$ cat src/rtl/mult_arbiter.sv
// Purpose: round-robin arbiter sharing one shift-add multiplier between two requesters.
// Latency: Ack one edge after a grantable IDLE cycle; Done one cycle after Mul_Ready returns high.
// Backpressure: no grant while Mul_Ready is low or a job is in flight; pending Reqs wait without loss.
module mult_arbiter #(
  parameter int ISSUE_LIMIT = 4
) (
  input  logic        Clock,
  input  logic        Reset,
  input  logic        Req0,
  input  logic [7:0]  A0,
  input  logic [7:0]  B0,
  input  logic        Req1,
  input  logic [7:0]  A1,
  input  logic [7:0]  B1,
  output logic        Ack0,
  output logic        Ack1,
  output logic        Done0,
  output logic        Done1,
  output logic        Err,
  output logic [16:0] Result,
  output logic        Busy,
  output logic        Mul_Start,
  output logic [7:0]  Mul_A,
  output logic [7:0]  Mul_B,
  input  logic [16:0] Mul_Producto,
  input  logic        Mul_Ready
);

  localparam int CW = (ISSUE_LIMIT < 2) ? 1 : $clog2(ISSUE_LIMIT + 1);
  // Last count value still spent in ISSUE; the edge that sees it with Mul_Ready high aborts.
  localparam logic [CW-1:0] LIM_M1 = CW'(ISSUE_LIMIT - 1);

  typedef enum logic [1:0] {
    IDLE  = 2'd0,
    ISSUE = 2'd1,
    WAIT  = 2'd2,
    RESP  = 2'd3
  } state_t;

  state_t        r_state;
  logic          r_gnt;     // requester currently owning the multiplier (0 or 1)
  logic          r_last;    // requester served last; 1 after reset so Req0 wins the first tie
  logic [CW-1:0] r_cnt;     // cycles spent in ISSUE with Mul_Ready still high
  logic          r_ack0;
  logic          r_ack1;
  logic          r_done0;
  logic          r_done1;
  logic          r_err;
  logic          r_busy;
  logic          r_start;
  logic [7:0]    r_mul_a;
  logic [7:0]    r_mul_b;
  logic [16:0]   r_result;

  logic w_any;
  logic w_pick1;

  // Round-robin pick: requester 1 wins when alone, or on a tie when 0 was served last.
  always_comb begin
    w_any   = Req0 | Req1;
    w_pick1 = Req1 & (~Req0 | ~r_last);
  end

  // Control FSM with all outputs registered; pulse outputs default low every cycle.
  always_ff @(posedge Clock or negedge Reset) begin
    if (!Reset) begin
      r_state  <= IDLE;
      r_gnt    <= 1'b0;
      r_last   <= 1'b1;
      r_cnt    <= '0;
      r_ack0   <= 1'b0;
      r_ack1   <= 1'b0;
      r_done0  <= 1'b0;
      r_done1  <= 1'b0;
      r_err    <= 1'b0;
      r_busy   <= 1'b0;
      r_start  <= 1'b0;
      r_mul_a  <= '0;
      r_mul_b  <= '0;
      r_result <= '0;
    end else begin
      r_ack0  <= 1'b0;
      r_ack1  <= 1'b0;
      r_done0 <= 1'b0;
      r_done1 <= 1'b0;
      r_err   <= 1'b0;
      case (r_state)
        IDLE: begin
          if (Mul_Ready && w_any) begin
            r_gnt   <= w_pick1;
            r_last  <= w_pick1;
            r_mul_a <= w_pick1 ? A1 : A0;
            r_mul_b <= w_pick1 ? B1 : B0;
            r_ack0  <= ~w_pick1;
            r_ack1  <= w_pick1;
            r_start <= 1'b1;
            r_busy  <= 1'b1;
            r_cnt   <= '0;
            r_state <= ISSUE;
          end
        end
        ISSUE: begin
          if (!Mul_Ready) begin
            // Multiplier accepted the job; release start and wait for completion.
            r_start <= 1'b0;
            r_state <= WAIT;
          end else if (r_cnt == LIM_M1) begin
            // Multiplier never accepted: abort with Err, Result untouched.
            r_start <= 1'b0;
            r_err   <= 1'b1;
            r_done0 <= ~r_gnt;
            r_done1 <= r_gnt;
            r_state <= RESP;
          end else begin
            r_cnt <= r_cnt + 1'b1;
          end
        end
        WAIT: begin
          if (Mul_Ready) begin
            r_result <= Mul_Producto;
            r_done0  <= ~r_gnt;
            r_done1  <= r_gnt;
            r_state  <= RESP;
          end
        end
        RESP: begin
          r_busy  <= 1'b0;
          r_state <= IDLE;
        end
        default: begin
          r_busy  <= 1'b0;
          r_start <= 1'b0;
          r_state <= IDLE;
        end
      endcase
    end
  end

  assign Ack0      = r_ack0;
  assign Ack1      = r_ack1;
  assign Done0     = r_done0;
  assign Done1     = r_done1;
  assign Err       = r_err;
  assign Result    = r_result;
  assign Busy      = r_busy;
  assign Mul_Start = r_start;
  assign Mul_A     = r_mul_a;
  assign Mul_B     = r_mul_b;

endmodule

$ cat config.mk
export PLATFORM = sky130hd
export DESIGN_NAME = mult_arbiter
export DESIGN_NICKNAME = d
export VERILOG_FILES = /design/src/rtl/mult_arbiter.sv
export SDC_FILE = /design/constraint.sdc
export NUM_CORES = 1
export LEC_CHECK = 0
export BUFFER_PORTS_ARGS = -buffer_cell sky130_fd_sc_hd__buf_2
export CORE_MARGIN = 4
export CORE_UTILIZATION = 38
export CTS_CLUSTER_SIZE = 14
export DETAILED_ROUTE_END_ITERATION = 10
export PLACE_DENSITY_LB_ADDON = 0.15
export SLEW_MARGIN = 20
export SYNTH_ARGS = -nofsm -noshare
export SYNTH_HDL_FRONTEND = slang
export SYNTH_SLANG_ARGS = --single-unit
$ cat constraint.sdc
create_clock -name Clock -period 4.4 [get_ports Clock]
set_input_delay 0.66 -clock Clock [delete_from_list [all_inputs] [get_ports Clock]]
set_output_delay 0.66 -clock Clock [all_outputs]
set_load 0.005 [all_outputs]
==> results.sh <==
export IMPL_fmax_mhz=483.8
export IMPL_final_layout_size_suffix_gt1_share_pct=50.81
export IMPL_die_area_um2=6702
export IMPL_wl_per_cell_um=14.25
export IMPL_antenna_found_initial=0
export IMPL_start_util_pct=39.83
export IMPL_peakVddDrop_v=0.0002781
export IMPL_tightest_slew_ns=0.7849
export IMPL_row_count=26
export IMPL_clk_pin_slew_ns=0.08
export IMPL_grt_max_degree=48
export IMPL_drc_errors=0
export IMPL_synth_cells=154
export IMPL_synthXorXnorAreaFrac_pct=0
export IMPL_synthFlopType="dfrtp_1"
export IMPL_synth_area_top_cells="dfrtp_1, a221o_1, mux2_2, and2_0, ha_1"
export IMPL_holdBufCountCts=0
export IMPL_num_io_pins=94
export IMPL_period_needed_ns=2.067
export IMPL_die_h_um=81.87
export IMPL_synth_cell_types=35
export IMPL_vias=1568
export IMPL_p_leak_nw=1.376
export IMPL_final_area_um2=2701
export IMPL_p_per_area_nw_per_um2=624.2
export IMPL_syn_nets=214
export IMPL_path_buf_inv=1
export IMPL_synth_top_family_by_area="compound AO/OA/AOI/OAI gates"
export IMPL_r2r_setup_slack_ns=2.33
export IMPL_critPathMaxFanout=19
export IMPL_hold_violations=0
export IMPL_dpl_hpwl_um=3349
export IMPL_synth_most_common_cell="dfrtp_1"
export IMPL_wl_met3_um=427
export IMPL_dieWidth_um=81.87
export IMPL_areaGrowthSynthToFinish_pct=30.30
export IMPL_cts_tree="yes"
export IMPL_synthMuxAreaShare_pct=11.77
export IMPL_path_cells="inv_1, ha_1, nand2_2, a211oi_4, a221o_1"
export IMPL_synth_compound_area_share_pct=13.82
export IMPL_synth_adder_area_share_pct=3.621
export IMPL_routed_wl_met2_um=2149
export IMPL_slew_violations=0
export IMPL_yosysSeqAreaShare_pct=56.79
export IMPL_viasPerCell=4.931
export IMPL_synth_largest_area_cell="dfrtp_1"
export IMPL_rsz0062_at_grt="false"
export IMPL_drv_cap=0
export IMPL_end_kind="flop"
export IMPL_synth_warnings=0
export IMPL_clk_latency_ns=0.30
export IMPL_cts_setup_buffers=0
export IMPL_place_inst=310
export IMPL_grt_pass1_vias=1491
export IMPL_worst_ep_arrival_time_ns=2.30
export IMPL_p_total_mw=1.686
export IMPL_critical_path_top_delay_family="compound AO/OA/AOI/OAI gates"
export IMPL_critical_path_required_ns=4.63
export IMPL_clock_sinks=47
export IMPL_core_area_um2=5205
export IMPL_placed_cell_area_um2=2577
export IMPL_gp_congestion=0.7309
export IMPL_syn_area_per_cell_um2=13.46
export IMPL_portBuffers=93
export IMPL_htreeDepth=2
export IMPL_hold_path_class="input port to async pin"
export IMPL_grtUsageTotal_pct=13.35
export IMPL_grt_pass1_wl_um=6886
export IMPL_crit_slowest_cell="a211oi_4"
export IMPL_finalCritPeriodShare_pct=46.98
export IMPL_root_buffer="clkbuf_8"
export IMPL_cts_resized=0
export IMPL_drt_iter0_markers=59
export IMPL_synth_edf_count=0
export IMPL_overflow=0
export IMPL_fin_skew_ns=0.006737
export IMPL_top_layer="met4"
export IMPL_synth_common_cells="dfrtp_1, a221o_1, and2_0, mux2_2, inv_1"
export IMPL_n_antenna_cell=0
export IMPL_synth_simple_gate_area_share_pct=9.656
export IMPL_drt_first_pass_iters=4
export IMPL_async_flop_share_pct=100.0
export IMPL_slew_headroom_pct=47.51
export IMPL_finalNonFillerCells=318
export IMPL_outcome="finished clean"
export IMPL_cpPeakStageDelay_ns=0.69
export IMPL_netlist_area_leader_share_pct=55.52
export IMPL_final_nets=307
export IMPL_start_kind="flop"
export IMPL_setup_viol=0
export IMPL_wl_met1_um=1886
export IMPL_ys_seq_elements=47
export IMPL_numCtsBuffers=5
export IMPL_crit_type="flop to flop"
export IMPL_ant_nets=0
export IMPL_cts_buffer_depth=2
export IMPL_syn_area_um2=2073
export IMPL_tns_ns=0
export IMPL_wirelength_um=4530
## cell usage in the layout (no fill, tap or decap), types with 2 or more instances in the layout
cell type	count
mux2_1	6
nor2_1	2
nand2_2	2
buf_4	2
clkbuf_8	6
and2_0	16
ha_1	6
and3_1	2
inv_2	2
buf_2	92
mux2i_1	3
nand2_1	3
inv_1	7
a21oi_1	3
o211ai_1	2
dfrtp_1	46
mux2_2	13
nor2b_1	2
a221o_1	16
## where the power goes
part           leakage, nW  internal [mW]  switching (mW)
Combinational        0.732          0.351           0.286
Sequential           0.583          0.620          0.0962
Clock               0.0618          0.187           0.145
## final cells by class
type                            count  area [µm²]
Multi-Input combinational cell     90       805.8
Tap cell                           70       87.58
Inverter                            9       33.78
Clock buffer                        6       82.58
Sequential cell                    47        1177
Clock inverter                      2       38.79
Timing Repair Buffer               94       475.5
Fill cell                         493        2504
## registers in the layout, summed over array words and instances, names as in the netlist
name / flops
Result: 17
Mul_A: 8
Mul_B: 8
r_cnt: 3
r_state: 2
Ack0: 1
Ack1: 1
Busy: 1
Done0: 1
Done1: 1
Err: 1
Mul_Start: 1
r_gnt: 1
r_last: 1
## cells by family (layout without fill, tap and decap cells)
family          count (synthesis)  count (layout)
compound gates                 29              29
buf+inv                        17             111
fa+ha+maj                       6               6
mux                            22              22
flops                          47              47
simple gates                   33              33
## stage by stage
step / util, % / hold slack [ns] / worst slack, ns
floorplan: - / 0.3644 / 2.674
global placement: 49.52 / 0.4131 / 2.365
detailed placement: 49.52 / 0.4209 / 2.326
CTS: 51.85 / 0.4344 / 2.309
global route: 51.90 / 0.4066 / 2.168
finish: 51.90 / 0.3548 / 2.333
## path summary, 6_finish.rpt
path,from,endpoint,cells after the start
worst max register to register,r_state[0],Mul_A[5],5
max in group asynchronous,Reset,Mul_B[0],1
worst max-delay path,r_state[0],Mul_A[5],5
worst min register to register,r_gnt,Done0,1
min in group Clock,r_gnt,Done0,1
worst min-delay path,Reset,Result[11],1
## metal layers
| layer | track usage (%) | vias to the layer above |
|---|---|---|
| li1 | - | 742 |
| met1 | 16.78 | 749 |
| met2 | 22.05 | 68 |
| met3 | 3.728 | 9 |
| met4 | 4.485 | 0 |
| met5 | 0 | - |
Power figures use the tool's default switching activity.
